## src/rtl/ram_access_ctrl.sv

```systemverilog
// Burst initiator for the dual_port_ram pin interface: sequences setup/strobe/hold
// around a single-cycle wr pulse for writes and address/capture phases for reads.
module ram_access_ctrl #(
  parameter int unsigned ADDR_W = 10,
  parameter int unsigned DATA_W = 8,
  parameter int unsigned LEN_W  = 4
) (
  input  logic              clk,
  input  logic              rst,
  input  logic              req_valid,
  output logic              req_ready,
  input  logic              req_wr,
  input  logic [ADDR_W-1:0] req_addr,
  input  logic [LEN_W-1:0]  req_len,
  input  logic              wdata_valid,
  output logic              wdata_ready,
  input  logic [DATA_W-1:0] wdata,
  output logic              rd_valid,
  output logic [DATA_W-1:0] rd_data,
  output logic              busy,
  output logic              done,
  output logic [ADDR_W-1:0] ram_addr,
  output logic [DATA_W-1:0] ram_data,
  output logic              ram_wr,
  output logic              ram_cs,
  input  logic [DATA_W-1:0] ram_out
);

  typedef enum logic [2:0] {
    IDLE, W_WAIT, W_SETUP, W_STROBE, W_HOLD, R_ADDR, R_CAP, DONE
  } state_t;

  state_t             state;
  state_t             state_nx;
  logic [LEN_W-1:0]   beats_left;
  logic               accept_c;
  logic               last_beat_c;
  logic               beat_end_c;

  assign req_ready   = (state == IDLE) && !rst;
  assign accept_c    = req_valid && req_ready;
  assign last_beat_c = (beats_left == '0);
  assign beat_end_c  = (state == W_HOLD) || (state == R_CAP);

  // Next-state decode
  always_comb begin
    state_nx = state;
    case (state)
      IDLE:     if (accept_c) state_nx = req_wr ? W_WAIT : R_ADDR;
      W_WAIT:   if (wdata_valid) state_nx = W_SETUP;
      W_SETUP:  state_nx = W_STROBE;
      W_STROBE: state_nx = W_HOLD;
      W_HOLD:   state_nx = last_beat_c ? DONE : W_WAIT;
      R_ADDR:   state_nx = R_CAP;
      R_CAP:    state_nx = last_beat_c ? DONE : R_ADDR;
      DONE:     state_nx = IDLE;
      default:  state_nx = IDLE;
    endcase
  end

  // Pin and status flops are loaded from the next state so each output is a bare flop
  always_ff @(posedge clk) begin
    if (rst) begin
      state       <= IDLE;
      beats_left  <= '0;
      ram_addr    <= '0;
      ram_data    <= '0;
      ram_wr      <= 1'b0;
      ram_cs      <= 1'b0;
      rd_valid    <= 1'b0;
      rd_data     <= '0;
      done        <= 1'b0;
      busy        <= 1'b0;
      wdata_ready <= 1'b0;
    end else begin
      state       <= state_nx;
      ram_cs      <= (state_nx != IDLE) && (state_nx != DONE);
      ram_wr      <= (state_nx == W_STROBE);
      wdata_ready <= (state_nx == W_WAIT);
      busy        <= (state_nx != IDLE);
      done        <= (state_nx == DONE);
      rd_valid    <= (state == R_CAP);

      if (state == R_CAP) rd_data <= ram_out;

      if (state == W_WAIT && wdata_valid) ram_data <= wdata;

      // Address wraps modulo 2^ADDR_W between beats
      if (accept_c) begin
        ram_addr   <= req_addr;
        beats_left <= req_len;
      end else if (beat_end_c && !last_beat_c) begin
        ram_addr   <= ram_addr + ADDR_W'(1);
        beats_left <= beats_left - LEN_W'(1);
      end
    end
  end

endmodule

```

## config.mk

```make
export PLATFORM = sky130hd
export DESIGN_NAME = ram_access_ctrl
export DESIGN_NICKNAME = d
export VERILOG_FILES = /design/src/rtl/ram_access_ctrl.sv
export SDC_FILE = /design/constraint.sdc
export NUM_CORES = 1
export LEC_CHECK = 0
export CORE_ASPECT_RATIO = 1.25
export CORE_UTILIZATION = 40
export CTS_BUF_LIST = sky130_fd_sc_hd__clkbuf_8
export DETAILED_ROUTE_END_ITERATION = 8
export HOLD_SLACK_MARGIN = 0.05
export PLACE_DENSITY_LB_ADDON = 0.05
export SYNTH_ARGS = -nofsm -noshare
export SYNTH_HDL_FRONTEND = slang
export SYNTH_SLANG_ARGS = --single-unit
```

## constraint.sdc

```tcl
create_clock -name clk -period 1.7 [get_ports clk]
set_input_delay 0.17 -clock clk [delete_from_list [all_inputs] [get_ports clk]]
set_output_delay 0.17 -clock clk [all_outputs]
set_load 0.005 [all_outputs]
```

==> results.cfg <==
[status]
status = completed

[logic_synthesis]
ys_ff_latch = 39
synth_most_common_cell = dfxtp_1
synth-simple-area-share = 0.270
yosysWarnings = 0
synth_area_leaders = dfxtp_1, nor2_1, a211oi_1
synth_compound_area_frac = 0.111
synth_common_cells = dfxtp_1, nor2_1, nand3_1, a211oi_1, nand2_1
synth_top_family_by_area = simple AND/OR/NAND/NOR gates
yosysUniqueCellTypes = 40
syn-num-nets = 224
netlist_area_um2 = 1740
ys_async_sr_fraction = 0
avgSynthCellArea_um2 = 9.37
synth_xor_area_frac = 0.0603
yosys.area.top_type_share = 0.448
synthMuxAreaShare = 0.0459
synth_fa_ha_area_frac = 0.0215
seq_area_frac_synth = 0.448
synth_edf_count = 0
yosys_most_used_dff = dfxtp_1
yosys.area.top_type = dfxtp_1
synth_cells = 186

[flow_run]
maxCapViolCount = 0

[sta]
setup_viol = 0
period_minus_slack_ns = 1.57
hold_viol_final = 0
tightest_slew_ns = 0.383
hold_slack_ns = 0.442
clock_skew_ns = 0.00233
fmax_ghz = 0.635
slew_headroom = 0.743
drv_slew = 0
setup_tns_ns = 0
period_share = 0.926

[detailed_routing]
wl_met3_um = 236
via_per_inst = 4.96
drcViolationCount = 0
wl_um = 4010
drt-met1-wl_um = 1710
ant_nets = 0
wl_per_cell_um = 12.7
drtIter0Drc = 50
wl_met2_um = 2010
first_pass_iters = 4
num_vias = 1566
highest_layer = met4

[critical_path]
path_max_fanout = 8
r2r_end = ram_addr[5]$_SDFFE_PP0P_
crit_type = reg2reg
cp.arrival_ns = 1.77
timing.critical_path.to_type = flip-flop
reg2reg_depth = 7
r2r-start = beats_left[1]$_SDFFE_PP0P_
start_kind = flip-flop
required_ns = 1.90
r2r_slack_ns = 0.13

[floorplan]
die_w_um = 61.0
core_um2 = 4130
start_util = 0.422
io_pins = 68
rows = 26
die-area_um2 = 4630
die_h_um = 75.8

[cts]
h-tree-depth = 2
hold_buffers = 0
clockBufferDepth = 2
numCtsBuffers = 5
insertion_delay_ns = 0.28
cts-root-buf = clkbuf_8
clkSlewWorstSetupHoldPaths_ns = 0.07
cts.sinks = 39
cts_tree = built

[finish]
n_antenna_cell = 0
drive_gt1_frac = 0.150
syn_to_final_growth_pct = 53.1
fillers = 382
post-route-util = 0.646
seq_area_um2 = 786
final_area_um2 = 2670
fin_nets = 297
multi_input_area_um2 = 928

[global_route]
grt_pass1_wl_um = 6520
grt_usage = 0.192
grt_max_degree = 26
grt-ovfl-total = 0
antenna_found_initial = 0
first_global_vias = 1440

[placed_design]
dpl_cell_area_um2 = 2490
numPortBuffers = 67
gp_congestion = 0.685
dpl.hpwl_um = 2880

[power_and_ir_drop]
vdd_drop_max_mv = 0.588
power_mw = 2.45
leakagePower_nw = 0.986
power_density_nw_per_um2 = 920

[min_path]
hp-class = in2reg
worstHoldStart = ram_out[3]
min_to = rd_data[3]$_SDFFE_PP0N_
holdPathStages = 3
-- power by group --
part	internal [mW]	switching, mW	leakage (nW)
Combinational	0.347	0.246	0.605
Sequential	0.990	0.0837	0.320
Clock	0.475	0.313	0.0612
-- state kept, by name (all words and copies together), names as in the netlist --
signal and cells:
rd_valid 1, beats_left 4, ram_wr 1, ram_cs 1, wdata_ready 1, done 1
ram_addr 10, busy 1, ram_data 8, state 3, rd_data 8
-- worst max-delay path by stage --
stage          cells past startpoint                  endpoint                  startpoint  slack, ns
2_1_floorplan                      6    wdata_ready$_SDFF_PP0_  beats_left[0]$_SDFFE_PP0P_       0.05
5_1_grt                            7  ram_addr[9]$_SDFFE_PP0P_  beats_left[0]$_SDFFE_PP0P_     -0.006
6_report                           7  ram_addr[5]$_SDFFE_PP0P_  beats_left[1]$_SDFFE_PP0P_       0.13
4_1_cts                            7  ram_addr[5]$_SDFFE_PP0P_  beats_left[1]$_SDFFE_PP0P_      0.002
3_5_place_dp                       7  ram_addr[5]$_SDFFE_PP0P_  beats_left[1]$_SDFFE_PP0P_       0.02
3_3_place_gp                       7  ram_addr[5]$_SDFFE_PP0P_  beats_left[1]$_SDFFE_PP0P_       0.09
-- kinds of logic after synthesis --
logic type / Yosys count
AO/OA/AOI/OAI: 29
multiplexers: 8
buffers and inverters: 15
adder cells (fa/ha/maj): 3
XOR/XNOR: 12
AND/OR/NAND/NOR: 80
flip-flops: 39
-- cells in the final DEF (no fill, tap or decap), types with 3 or more instances in the layout --
cell type        count
clkdlybuf4s50_1     66
dfxtp_1             35
nor2_1              27
nand3_1             14
nand2_1             12
a211oi_1            11
a21oi_1             11
buf_4               10
xnor2_1              9
mux2i_1              8
clkbuf_8             6
nor3_1               5
dfxtp_2              4
xor2_1               3
ha_1                 3
-- critical path, stage by stage (launching register included) --
cell	delay [ns]
dfxtp_2	0.34
inv_1	0.05
ha_1	0.18
nor3b_4	0.17
buf_6	0.15
nor4b_4	0.28
xnor2_1	0.11
a211oi_1	0.20
-- what timing repair did --
item                       4_1_cts  5_1_grt
pin swaps                        1        7
resized for setup                3        9
setup endpoints to repair        1       10
setup buffers                    1        1
-- final cells by class --
cell class                      instances  share of cell area
Clock inverter                          2              0.0131
Multi-Input combinational cell        132               0.348
Inverter                                3             0.00422
Tap cell                               56              0.0263
Sequential cell                        39               0.294
Timing Repair Buffer                   78               0.283
Clock buffer                            6              0.0309
-- through the flow --
stage / std cells / setup WS (ns)
after floorplan: 186 / 0.0489
after global placement: 306 / 0.0941
after detailed placement: 306 / 0.0175
after CTS: 315 / 0.00200
after global routing: 316 / -0.00582
final: 316 / 0.126
-- layer usage --
metal | track usage | vias to the layer above
met5 | 0 | -
met4 | 0.0682 | 0
met3 | 0.0543 | 4
met2 | 0.322 | 54
met1 | 0.233 | 709
li1 | - | 799
(Power assumes the default switching activity.)
